<file path="src/rtl/touch_button_if.sv">
// Bundle between the touch-panel front end, the button table configuration
// and the GUI side of the touch button decoder.
interface touch_button_if #(
  parameter int N_BTN   = 16,
  parameter int COORD_W = 16,
  parameter int PAGE_W  = 3,
  parameter int IDX_W   = $clog2(N_BTN)
);
  logic               touch_valid;
  logic [COORD_W-1:0] touch_x;
  logic [COORD_W-1:0] touch_y;
  logic               cfg_we;
  logic [IDX_W-1:0]   cfg_idx;
  logic               cfg_en;
  logic [COORD_W-1:0] cfg_x0;
  logic [COORD_W-1:0] cfg_x1;
  logic [COORD_W-1:0] cfg_y0;
  logic [COORD_W-1:0] cfg_y1;
  logic [PAGE_W-1:0]  cfg_page;
  logic               cfg_nav;
  logic [PAGE_W-1:0]  cfg_target;
  logic               page_we;
  logic [PAGE_W-1:0]  page_din;
  logic [PAGE_W-1:0]  page;
  logic [N_BTN-1:0]   btn_press;
  logic [N_BTN-1:0]   btn_release;
  logic [N_BTN-1:0]   btn_long;
  logic [N_BTN-1:0]   btn_toggle;
  logic [IDX_W-1:0]   active_idx;
  logic               busy;

  modport master (
    output touch_valid, touch_x, touch_y,
    output cfg_we, cfg_idx, cfg_en, cfg_x0, cfg_x1, cfg_y0, cfg_y1,
    output cfg_page, cfg_nav, cfg_target, page_we, page_din,
    input  page, btn_press, btn_release, btn_long, btn_toggle, active_idx, busy
  );

  modport slave (
    input  touch_valid, touch_x, touch_y,
    input  cfg_we, cfg_idx, cfg_en, cfg_x0, cfg_x1, cfg_y0, cfg_y1,
    input  cfg_page, cfg_nav, cfg_target, page_we, page_din,
    output page, btn_press, btn_release, btn_long, btn_toggle, active_idx, busy
  );
endinterface

</file>
<file path="src/rtl/touch_button_ctrl.sv">
// Touch-panel button decoder: rectangular hit table, debounce, press/release/
// long-press pulses, per-button toggles and page navigation on release.
module touch_button_ctrl #(
  parameter int N_BTN       = 16,
  parameter int COORD_W     = 16,
  parameter int PAGE_W      = 3,
  parameter int DEB_CYCLES  = 4,
  parameter int REL_CYCLES  = 4,
  parameter int HOLD_CYCLES = 1000,
  parameter int IDX_W       = $clog2(N_BTN)
) (
  input  logic           clk,
  input  logic           reset,
  touch_button_if.slave  bus
);
  // state | meaning
  // IDLE     | no candidate, waiting for a hit
  // DEBOUNCE | counting consecutive hits on cand
  // PRESSED  | press reported, tracking hold time and release
  typedef enum logic [1:0] {IDLE, DEBOUNCE, PRESSED} state_t;

  localparam int DW = $clog2(DEB_CYCLES + 1);
  localparam int RW = $clog2(REL_CYCLES + 1);
  localparam int HW = $clog2(HOLD_CYCLES + 1);
  localparam logic [DW-1:0] DEB_LAST = DW'(DEB_CYCLES - 1);
  localparam logic [RW-1:0] REL_LAST = RW'(REL_CYCLES - 1);
  localparam logic [HW-1:0] HOLD_MAX = HW'(HOLD_CYCLES);
  localparam logic [HW-1:0] LONG_AT  = HW'(HOLD_CYCLES - DEB_CYCLES);

  typedef struct packed {
    logic               en;
    logic [COORD_W-1:0] x0;
    logic [COORD_W-1:0] x1;
    logic [COORD_W-1:0] y0;
    logic [COORD_W-1:0] y1;
    logic [PAGE_W-1:0]  pg;
    logic               nav;
    logic [PAGE_W-1:0]  tgt;
  } slot_t;

  slot_t            tbl_q [N_BTN];
  slot_t            tbl_d [N_BTN];
  state_t           state_q, state_d;
  logic [IDX_W-1:0] cand_q, cand_d;
  logic [DW-1:0]    cnt_q, cnt_d;
  logic [RW-1:0]    off_q, off_d;
  logic [HW-1:0]    hold_q, hold_d;
  logic [PAGE_W-1:0] page_q, page_d;
  logic [N_BTN-1:0] press_q, press_d, rel_q, rel_d, long_q, long_d, tog_q, tog_d;

  logic [N_BTN-1:0] hit;
  logic             hit_any;
  logic [IDX_W-1:0] win;
  logic             abort_cfg;
  logic             on_cand;

  always_comb begin
    hit     = '0;
    hit_any = 1'b0;
    win     = '0;
    for (int i = 0; i < N_BTN; i++) begin
      hit[i] = bus.touch_valid && tbl_q[i].en &&
               (tbl_q[i].x0 <= bus.touch_x) && (bus.touch_x <= tbl_q[i].x1) &&
               (tbl_q[i].y0 <= bus.touch_y) && (bus.touch_y <= tbl_q[i].y1) &&
               ((tbl_q[i].pg == page_q) || (tbl_q[i].pg == '1));
    end
    // Descending scan so the lowest hitting index is the last one written.
    for (int i = N_BTN - 1; i >= 0; i--) begin
      if (hit[i]) begin
        hit_any = 1'b1;
        win     = IDX_W'(i);
      end
    end
  end

  always_comb begin
    tbl_d    = tbl_q;
    state_d  = state_q;
    cand_d   = cand_q;
    cnt_d    = cnt_q;
    off_d    = off_q;
    hold_d   = hold_q;
    page_d   = page_q;
    press_d  = '0;
    rel_d    = '0;
    long_d   = '0;
    tog_d    = tog_q;
    on_cand  = hit_any && (win == cand_q);
    abort_cfg = bus.cfg_we && (bus.cfg_idx == cand_q) && (state_q != IDLE);

    if (bus.cfg_we && (32'(bus.cfg_idx) < 32'(N_BTN))) begin
      tbl_d[bus.cfg_idx] = '{en: bus.cfg_en, x0: bus.cfg_x0, x1: bus.cfg_x1,
                             y0: bus.cfg_y0, y1: bus.cfg_y1, pg: bus.cfg_page,
                             nav: bus.cfg_nav, tgt: bus.cfg_target};
    end

    if (bus.page_we || abort_cfg) begin
      if (bus.page_we) page_d = bus.page_din;
      state_d = IDLE;
      cnt_d   = '0;
      off_d   = '0;
      hold_d  = '0;
    end else begin
      case (state_q)
        IDLE: begin
          if (hit_any) begin
            cand_d = win;
            cnt_d  = DW'(1);
            off_d  = '0;
            hold_d = '0;
            if (DEB_CYCLES == 1) begin
              press_d[win] = 1'b1;
              state_d      = PRESSED;
            end else begin
              state_d = DEBOUNCE;
            end
          end
        end
        DEBOUNCE: begin
          if (!on_cand) begin
            state_d = IDLE;
            cnt_d   = '0;
          end else if (cnt_q == DEB_LAST) begin
            press_d[cand_q] = 1'b1;
            state_d = PRESSED;
            cnt_d   = '0;
            off_d   = '0;
            hold_d  = '0;
          end else begin
            cnt_d = cnt_q + DW'(1);
          end
        end
        PRESSED: begin
          hold_d = (hold_q == HOLD_MAX) ? hold_q : hold_q + HW'(1);
          if (on_cand) begin
            off_d = '0;
          end else if (off_q == REL_LAST) begin
            off_d          = '0;
            rel_d[cand_q]  = 1'b1;
            tog_d[cand_q]  = ~tog_q[cand_q];
            state_d        = IDLE;
            if (tbl_q[cand_q].nav) page_d = tbl_q[cand_q].tgt;
          end else begin
            off_d = off_q + RW'(1);
          end
          // Long press and release of the same slot never share a cycle.
          if ((hold_d == LONG_AT) && (hold_q != LONG_AT) && !rel_d[cand_q])
            long_d[cand_q] = 1'b1;
        end
        default: state_d = IDLE;
      endcase
    end
  end

  always_ff @(posedge clk or posedge reset) begin
    if (reset) begin
      for (int i = 0; i < N_BTN; i++) tbl_q[i] <= '0;
      state_q <= IDLE;
      cand_q  <= '0;
      cnt_q   <= '0;
      off_q   <= '0;
      hold_q  <= '0;
      page_q  <= '0;
      press_q <= '0;
      rel_q   <= '0;
      long_q  <= '0;
      tog_q   <= '0;
    end else begin
      tbl_q   <= tbl_d;
      state_q <= state_d;
      cand_q  <= cand_d;
      cnt_q   <= cnt_d;
      off_q   <= off_d;
      hold_q  <= hold_d;
      page_q  <= page_d;
      press_q <= press_d;
      rel_q   <= rel_d;
      long_q  <= long_d;
      tog_q   <= tog_d;
    end
  end

  assign bus.page        = page_q;
  assign bus.btn_press   = press_q;
  assign bus.btn_release = rel_q;
  assign bus.btn_long    = long_q;
  assign bus.btn_toggle  = tog_q;
  assign bus.active_idx  = cand_q;
  assign bus.busy        = (state_q != IDLE);
endmodule

</file>
<file path="src/flat_wrapper.sv">
// flat-port wrapper written by rule: the top's interface ports become plain ports
module touch_button_ctrl_flat 
#(
  parameter int N_BTN       = 16,
  parameter int COORD_W     = 16,
  parameter int PAGE_W      = 3,
  parameter int DEB_CYCLES  = 4,
  parameter int REL_CYCLES  = 4,
  parameter int HOLD_CYCLES = 1000,
  parameter int IDX_W       = $clog2(N_BTN)
)
  (clk, reset, bus_touch_valid, bus_touch_x, bus_touch_y, bus_cfg_we, bus_cfg_idx, bus_cfg_en, bus_cfg_x0, bus_cfg_x1, bus_cfg_y0, bus_cfg_y1, bus_cfg_page, bus_cfg_nav, bus_cfg_target, bus_page_we, bus_page_din, bus_page, bus_btn_press, bus_btn_release, bus_btn_long, bus_btn_toggle, bus_active_idx, bus_busy);
  touch_button_if #(.N_BTN(N_BTN), .COORD_W(COORD_W), .PAGE_W(PAGE_W), .IDX_W(IDX_W)) bus_i ();
  input  logic clk;
  input  logic reset;
  input wire logic [$bits(bus_i.touch_valid)-1:0] bus_touch_valid;
  input wire logic [$bits(bus_i.touch_x)-1:0] bus_touch_x;
  input wire logic [$bits(bus_i.touch_y)-1:0] bus_touch_y;
  input wire logic [$bits(bus_i.cfg_we)-1:0] bus_cfg_we;
  input wire logic [$bits(bus_i.cfg_idx)-1:0] bus_cfg_idx;
  input wire logic [$bits(bus_i.cfg_en)-1:0] bus_cfg_en;
  input wire logic [$bits(bus_i.cfg_x0)-1:0] bus_cfg_x0;
  input wire logic [$bits(bus_i.cfg_x1)-1:0] bus_cfg_x1;
  input wire logic [$bits(bus_i.cfg_y0)-1:0] bus_cfg_y0;
  input wire logic [$bits(bus_i.cfg_y1)-1:0] bus_cfg_y1;
  input wire logic [$bits(bus_i.cfg_page)-1:0] bus_cfg_page;
  input wire logic [$bits(bus_i.cfg_nav)-1:0] bus_cfg_nav;
  input wire logic [$bits(bus_i.cfg_target)-1:0] bus_cfg_target;
  input wire logic [$bits(bus_i.page_we)-1:0] bus_page_we;
  input wire logic [$bits(bus_i.page_din)-1:0] bus_page_din;
  output wire logic [$bits(bus_i.page)-1:0] bus_page;
  output wire logic [$bits(bus_i.btn_press)-1:0] bus_btn_press;
  output wire logic [$bits(bus_i.btn_release)-1:0] bus_btn_release;
  output wire logic [$bits(bus_i.btn_long)-1:0] bus_btn_long;
  output wire logic [$bits(bus_i.btn_toggle)-1:0] bus_btn_toggle;
  output wire logic [$bits(bus_i.active_idx)-1:0] bus_active_idx;
  output wire logic [$bits(bus_i.busy)-1:0] bus_busy;
  assign bus_i.touch_valid = bus_touch_valid;
  assign bus_i.touch_x = bus_touch_x;
  assign bus_i.touch_y = bus_touch_y;
  assign bus_i.cfg_we = bus_cfg_we;
  assign bus_i.cfg_idx = bus_cfg_idx;
  assign bus_i.cfg_en = bus_cfg_en;
  assign bus_i.cfg_x0 = bus_cfg_x0;
  assign bus_i.cfg_x1 = bus_cfg_x1;
  assign bus_i.cfg_y0 = bus_cfg_y0;
  assign bus_i.cfg_y1 = bus_cfg_y1;
  assign bus_i.cfg_page = bus_cfg_page;
  assign bus_i.cfg_nav = bus_cfg_nav;
  assign bus_i.cfg_target = bus_cfg_target;
  assign bus_i.page_we = bus_page_we;
  assign bus_i.page_din = bus_page_din;
  assign bus_page = bus_i.page;
  assign bus_btn_press = bus_i.btn_press;
  assign bus_btn_release = bus_i.btn_release;
  assign bus_btn_long = bus_i.btn_long;
  assign bus_btn_toggle = bus_i.btn_toggle;
  assign bus_active_idx = bus_i.active_idx;
  assign bus_busy = bus_i.busy;
  touch_button_ctrl #(.N_BTN(N_BTN), .COORD_W(COORD_W), .PAGE_W(PAGE_W), .DEB_CYCLES(DEB_CYCLES), .REL_CYCLES(REL_CYCLES), .HOLD_CYCLES(HOLD_CYCLES), .IDX_W(IDX_W)) u_core (.clk(clk), .reset(reset), .bus(bus_i));
endmodule
</file>
<file path="config.mk">
export PLATFORM = sky130hd
export DESIGN_NAME = touch_button_ctrl_flat
export DESIGN_NICKNAME = d
export VERILOG_FILES = /design/src/rtl/touch_button_if.sv /design/src/rtl/touch_button_ctrl.sv /design/src/flat_wrapper.sv
export SDC_FILE = /design/constraint.sdc
export NUM_CORES = 2
export LEC_CHECK = 0
export CORE_ASPECT_RATIO = 0.5
export CORE_MARGIN = 8
export CORE_UTILIZATION = 45
export CTS_CLUSTER_DIAMETER = 40
export DETAILED_ROUTE_END_ITERATION = 10
export GPL_TIMING_DRIVEN = 0
export MAX_ROUTING_LAYER = met4
export PLACE_DENSITY_LB_ADDON = 0.05
export SLEW_MARGIN = 0
export SYNTH_ARGS = -nofsm -noshare
export SYNTH_HDL_FRONTEND = slang
export SYNTH_SLANG_ARGS = --single-unit
export TNS_END_PERCENT = 30
</file>
<file path="constraint.sdc">
create_clock -name clk -period 88.6 [get_ports clk]
set_clock_uncertainty 0.2 [all_clocks]
set_input_delay 8.86 -clock clk [delete_from_list [all_inputs] [get_ports clk]]
set_output_delay 8.86 -clock clk [all_outputs]
set_load 0.005 [all_outputs]
</file>
Word level (Yosys, flattened, before mapping)
Cells that the tools add are included.
- memories: 0
- bits of input ports: 116
- bits in read-only memories: 0
- word-level logic and storage cells: 487
- bits in latches: 0
- flip-flop bits (word level): 1241
- output and inout bits: 72
- memory bits (writable): 0
- add/sub/neg operators: 3
- multiplexer cells: 89
- magnitude comparators: 69
- $mul: 0
- reductions and logical operators: 134
- div/mod/pow operators: 0
- equal/unequal tests: 49
- bitwise gates (word level): 5
- shift operators: 0
- operator list (operator ; number):
    bitwise mux 1152 bit ; 1
    <= comparator 16 bit ; 64
    binary-select mux 72 bit (select 4 bit) ; 1
    demux 72 bit (select 4 bit) ; 1
    two-way mux 16 bit ; 13
    logical AND 1 bit ; 103
    two-way mux 4 bit ; 18
    two-way mux 72 bit ; 1
    two-way mux 10 bit ; 5
    == test 3 bit ; 16
    == test 3 bit, second input constant ; 16
    two-way mux 3 bit ; 16
    case mux 10 bit (3 select lines) ; 1
    == test 10 bit, second input constant ; 2
    two-way mux 1 bit ; 19
    logical OR 1 bit ; 17
    bitwise mux 16 bit ; 1
    two-way mux 2 bit ; 6
    inequality test 3 x 1 -> 1 bit, second input constant ; 4
    AND reduction 4 bit ; 3
    adder 10 x 1 -> 10 bit, second input constant ; 1
    >= comparator 5 bit, second input constant ; 2
    inequality test 10 bit, second input constant ; 1
    NOT 4 -> 5 bit ; 2
    25 further kinds ; 35

Depth between registers and ports, before layout
- word-level depth: 34
- depth in mapped cells: 19
- mapped depth without buffers: 15

Worst setup path after synthesis
OpenSTA, ideal clock, no wires.
- path kind: input port to flip-flop
- from: in bus_touch_x[7]
- to: reg u_core.tog_q[10] (netlist: u_core.bus.btn_toggle[10])
- slack: 75.577 ns
- arrival: 12.695 ns
- buffers on the path: 1
- setup time: 0.128 ns
- stages on the path: 16
- required time: 88.272 ns
- cell sequence: inv_1 > ha_1 > nand2_1 > or4_1 > or2_0 > nor3b_1 > or4b_4 > nor4b_4 > o211ai_2 > a211oi_2 > mux2i_1 > a31o_4 > nor3_4 > buf_6 > nor4_2 > mux2_1
- cells in the longest elaborated chain, start to end: 26
- ends and longest elaborated chain (item ; RTL line ; RTL):
    from (decl) ; flat_wrapper.sv:17 ; input wire logic [$bits(bus_i.touch_x)-1:0] bus_touch_x;
    <= comparator 16 bit ; touch_button_ctrl.sv:63 ; (tbl_q[i].x0 <= bus.touch_x) && (bus.touch_x <= tbl_q[i].x1) &&
    logical AND 1 bit ; touch_button_ctrl.sv:62 ; hit[i] = bus.touch_valid && tbl_q[i].en &&
    logical AND 1 bit (2 in series) ; touch_button_ctrl.sv:63 ;
    logical AND 1 bit (2 in series) ; touch_button_ctrl.sv:64 ; (tbl_q[i].y0 <= bus.touch_y) && (bus.touch_y <= tbl_q[i].y1) &&
    two-way mux 4 bit (16 in series) ; touch_button_ctrl.sv:69 ; if (hit[i]) begin
    == test 4 bit ; touch_button_ctrl.sv:88 ; on_cand = hit_any && (win == cand_q);
    logical AND 1 bit * ; touch_button_ctrl.sv:88 ;
    NOT 1 bit (no line) * ; - ;
    AND reduction 4 bit (no line) * ; - ;
    to (signal assigned) ; touch_button_ctrl.sv:179 ; tog_q <= tog_d;
    to (decl) ; touch_button_ctrl.sv:49 ; logic [N_BTN-1:0] press_q, press_d, rel_q, rel_d, long_q, long_d, tog_q, tog_d;
Every way passes the cells marked *; elsewhere a longest branch is shown, timed or not.
A chain may end at the register's enable or synchronous reset.

Worst setup path in the final report
- from: in bus_touch_x[0]
- to: reg u_core.long_q[7] (netlist: u_core.bus.btn_long[7])
- cells in the longest elaborated chain, start to end: 34
- ends and longest elaborated chain (item ; RTL line ; RTL):
    <= comparator 16 bit ; touch_button_ctrl.sv:63 ;
    logical AND 1 bit ; touch_button_ctrl.sv:62 ;
    logical AND 1 bit (2 in series) ; touch_button_ctrl.sv:63 ;
    logical AND 1 bit (2 in series) ; touch_button_ctrl.sv:64 ;
    two-way mux 4 bit (16 in series) ; touch_button_ctrl.sv:69 ;
    == test 4 bit ; touch_button_ctrl.sv:88 ;
    logical AND 1 bit * ; touch_button_ctrl.sv:88 ;
    two-way mux 16 bit * ; touch_button_ctrl.sv:135 ; if (on_cand) begin
    [... 2 more ...] ; - ;
    binary-select mux 1 bit (select 4 bit) * ; touch_button_ctrl.sv:147 ; if ((hold_d == LONG_AT) && (hold_q != LONG_AT) && !rel_d[cand_q])
    two-way mux 1 bit (not written as such) * ; touch_button_ctrl.sv:147 ;
    zero test 1 bit * ; touch_button_ctrl.sv:147 ;
    logical AND 1 bit * ; touch_button_ctrl.sv:147 ;
    two-way mux 16 bit * ; touch_button_ctrl.sv:147 ;
    two-way mux 16 bit * ; touch_button_ctrl.sv:104 ; case (state_q)
    two-way mux 16 bit * ; touch_button_ctrl.sv:97 ; if (bus.page_we || abort_cfg) begin
    named net u_core.long_d[7] ; touch_button_ctrl.sv:49 ;
    to (signal assigned) ; touch_button_ctrl.sv:178 ; long_q <= long_d;
    to (decl) ; touch_button_ctrl.sv:49 ;
The timed path passes the listed nets; every way through them passes the cells marked *. The select of a mux whose other input is x is not followed.

==> impl_metrics.yaml <==
critical_path:
  cp-end-kind: "flop"
  cp_top_family: "compound AO/OA/AOI/OAI gates"
  worstPathRequired_ps: 89080
  cp_num_buf_inv: 4
  cp.arrival_ps: 17140
  critPathMaxStageDelay_ps: 1310
  path_cells: "clkdlybuf4s50_1 > inv_1 > ha_1 > o22ai_1 > o21a_1 > o31ai_1 > o2111ai_1 > a211oi_1 > inv_1 > o211a_1 > a21oi_1 > o21ai_2 > o31ai_1 > nand2_1 > buf_6 > nor4_2"
  slowest_stage: "inv_1"
  path_class: "primary input to flop"
  startpoint_type: "primary input"
  path_max_fanout: 17
detailed_routing:
  drt-pass1-iter-count: 6
  drt-total-wl_mm: 265.6
  antenna_left: 0
  vias_per_cell: 6.029
  drc: 0
  drtIter0Drc: 4713
  vias: 56410
  wl_per_cell_um: 28.39
synth:
  synth_top_family_by_area: "adder cells"
  yosys-top-cells-area: "dfrtp_1 43%, ha_1 18%, mux2_2 13%, o21ai_0 3.1%, inv_1 3.1%"
  syn-cell-area_sq_um: 72430
  synth_xor_area_share_pct: 0.2781
  syn-num-nets: 7834
  async_flop_share_pct: 100.0
  synth_commonest_cells: "1241 x dfrtp_1, 1028 x ha_1, 835 x mux2_2"
  yosysUniqueCellTypes: 94
  syn_avg_cell_area_sq_um: 10.83
  synth_edf_count: 0
  synth_top_area_share_pct: 42.88
  synthMuxAreaShare_pct: 14.13
  synth_seq_area_share_pct: 42.88
  synth_compound_area_share_pct: 10.71
  synth_top_flop_cell: "dfrtp_1"
  synth_seq_cells: 1241
  synth.most_common_cell: "dfrtp_1"
  synthCells: 6690
  post-synth-top-area-cell: "dfrtp_1"
  synthAdderAreaFrac_pct: 17.76
  ys_warn_count: 0
  synthSimpleGateAreaFrac_pct: 9.650
sta:
  rsz0062_at_grt: "false"
  finalCritPeriodShare_pct: 18.80
  finalHoldViolCount: 0
  setup_viol: 0
  worst_slack_ps: 71950
  timing.final.crit_period_ps: 16650
  fin_tns_setup_ps: 0
  relSlewSlack_pct: -4.031
  max_freq_ghz: 0.06005
  maxSlewViolCount: 78
  tightest_slew_ps: 1556
clock_network:
  post_cts_buffers: 0
  cts.sinks: 1241
  cts_hold_buffers: 0
  h-tree-depth: 4
  clock_path_buffers: 4
  worstSkewPairLatency_ps: 800
  clkTransAtPathRegs_ps: 60
  cts_resized: 0
  clock_tree.root_cell: "clkbuf_16"
  cts_tree: "yes"
  numCtsBuffers: 154
power_and_ir_drop:
  vdd_drop_max_v: 0.00001395
  clkPwrFrac_pct: 33.2
  power.switching_fraction_pct: 33.17
  p_comb_share_pct: 29.2
  cellPowerDensity_nw_per_um2: 24.35
  p_leak_nw: 38.12
  seq_power_share_pct: 37.6
  p_int_mw: 1.347
  p_sw_mw: 0.6684
die:
  core_area_sq_um: 160300
  ios: 188
  fp.dieArea_sq_um: 174800
  die_y_um: 299.7
  dieWidth_um: 583.4
  std_cell_rows: 104
  start_util_pct: 45.18
placed_design:
  dp_cells: 9072
  place_ws_ps: 71280
  hpwl_mm: 184.5
  gp_congestion: 0.9414
  numPortBuffers: 187
global_routing:
  grt_max_degree: 129
  first_global_vias: 56530
  grt_pass1_wl_mm: 383.4
  antenna_found_initial: 21
  grt_util_all_layers_pct: 30.64
  grt_overflow_total: 0
layout:
  nFillCells: 14310
  final_util_pct: 51.61
  drive_above_1_share_pct: 17.72
  areaGrowthSynthToFinish_pct: 14.24
  layout.nets: 8202
  final_cells: 9356
flow_run:
  cap_violations: 6
status:
  status: "complete, but fails checks"
  violations: "max-capacitance violations, max-slew violations"
hold_path:
  hp-class: "flop to flop"
## registers in the layout, indices dropped and copies added (netlist names), 3 cells and up
signal                  flops
u_core.bus.btn_press       16
u_core.bus.btn_long        16
u_core.cnt_q                3
u_core.bus.active_idx       4
u_core.bus.btn_release     16
u_core.hold_q              10
u_core.off_q                3
u_core.tbl_q             1152
u_core.bus.page             3
u_core.bus.btn_toggle      16
## path summary, 6_finish.rpt
path / from / to / slack (ps) / cells past startpoint
max in group asynchronous: reset / u_core.tbl_q[1047] / 77070 / 6
setup reg to reg: u_core.tbl_q[692] / u_core.bus.btn_long[7] / 81770 / 16
setup / recovery: bus_touch_x[0] / u_core.bus.btn_long[7] / 71950 / 16
hold reg to reg: u_core.off_q[2] / u_core.off_q[2] / 290 / 1
min in group asynchronous: reset / u_core.tbl_q[1022] / 8370 / 2
hold / removal: u_core.off_q[2] / u_core.off_q[2] / 290 / 1
## cell families after synthesis
kind of cell / after synthesis
AOI/OAI and AO/OA: 1280
muxes: 885
and+or+nand+nor: 1362
xor gates and xnor gates: 23
adders and majority gates: 1028
buffers and inverters: 871
DFF: 1241
## metal layers
metal  vias to the layer above  global-route usage, %  wire [um]  share of wire (%)
li1                      24880                      -          -                  -
met1                     28960                  41.95     119100                 45
met2                      2042                  45.49     115300                 43
met3                       527                  5.720      20600                7.8
met4                         0                  11.02      10660                4.0
met5                         -                      -          0                  0
## cells in the final DEF, fill, tap and decap left out, drive strengths merged, types with 13 or more instances in the layout
cell type,instances
a2111oi,26
a211o,14
a211oi,36
a21boi,27
a21o,91
a21oi,388
a31oi,17
and2,14
and4,21
buf,94
bufinv,20
clkbuf,439
clkdlybuf4s50,161
clkinv,22
clkinvlp,16
dfrtp,1241
ha,1028
inv,599
mux2,853
mux4,24
nand2,527
nand2b,24
nand3,111
nand4,202
nor2,146
nor2b,85
nor3,60
nor4,63
o211ai,67
o21a,20
o21ai,448
o22ai,13
o31ai,23
or2,19
or3,25
or4,23
xor2,16
## metrics by stage
| step | hold slack (ps) | total power, mW | instance area, sq um |
|---|---|---|---|
| 6_report | 292.5 | 2.015 | 82740 |
| 2_1_floorplan | 258.3 | 1.148 | 72430 |
| 5_1_grt | 309.9 | 2.131 | 82730 |
| 3_5_place_dp | 279.0 | 1.343 | 77390 |
| 4_1_cts | 292.5 | 2.017 | 82670 |
| 3_3_place_gp | 271.7 | 1.316 | 77020 |
## cell type report
type | count | area, sq um | area share, %
Multi-Input combinational cell | 4578 | 38100 | 46.05
Sequential cell | 1241 | 31050 | 37.53
Clock buffer | 201 | 4314 | 5.214
Tap cell | 2173 | 2719 | 3.286
Inverter | 589 | 2218 | 2.681
Timing Repair Buffer | 212 | 2200 | 2.658
Buffer | 282 | 1146 | 1.385
Clock inverter | 68 | 960.9 | 1.161
Antenna cell | 12 | 30.03 | 0.03629
## power by group through the flow
stage	combinational [mW]	clock, mW	sequential (mW)
CTS	0.583	0.680	0.755
global route	0.655	0.706	0.770
detailed placement	0.579	0	0.765
finish	0.589	0.669	0.757
global placement	0.550	0	0.766
floorplan	0.398	0	0.749
No activity file was read; power rests on OpenSTA's default activity.
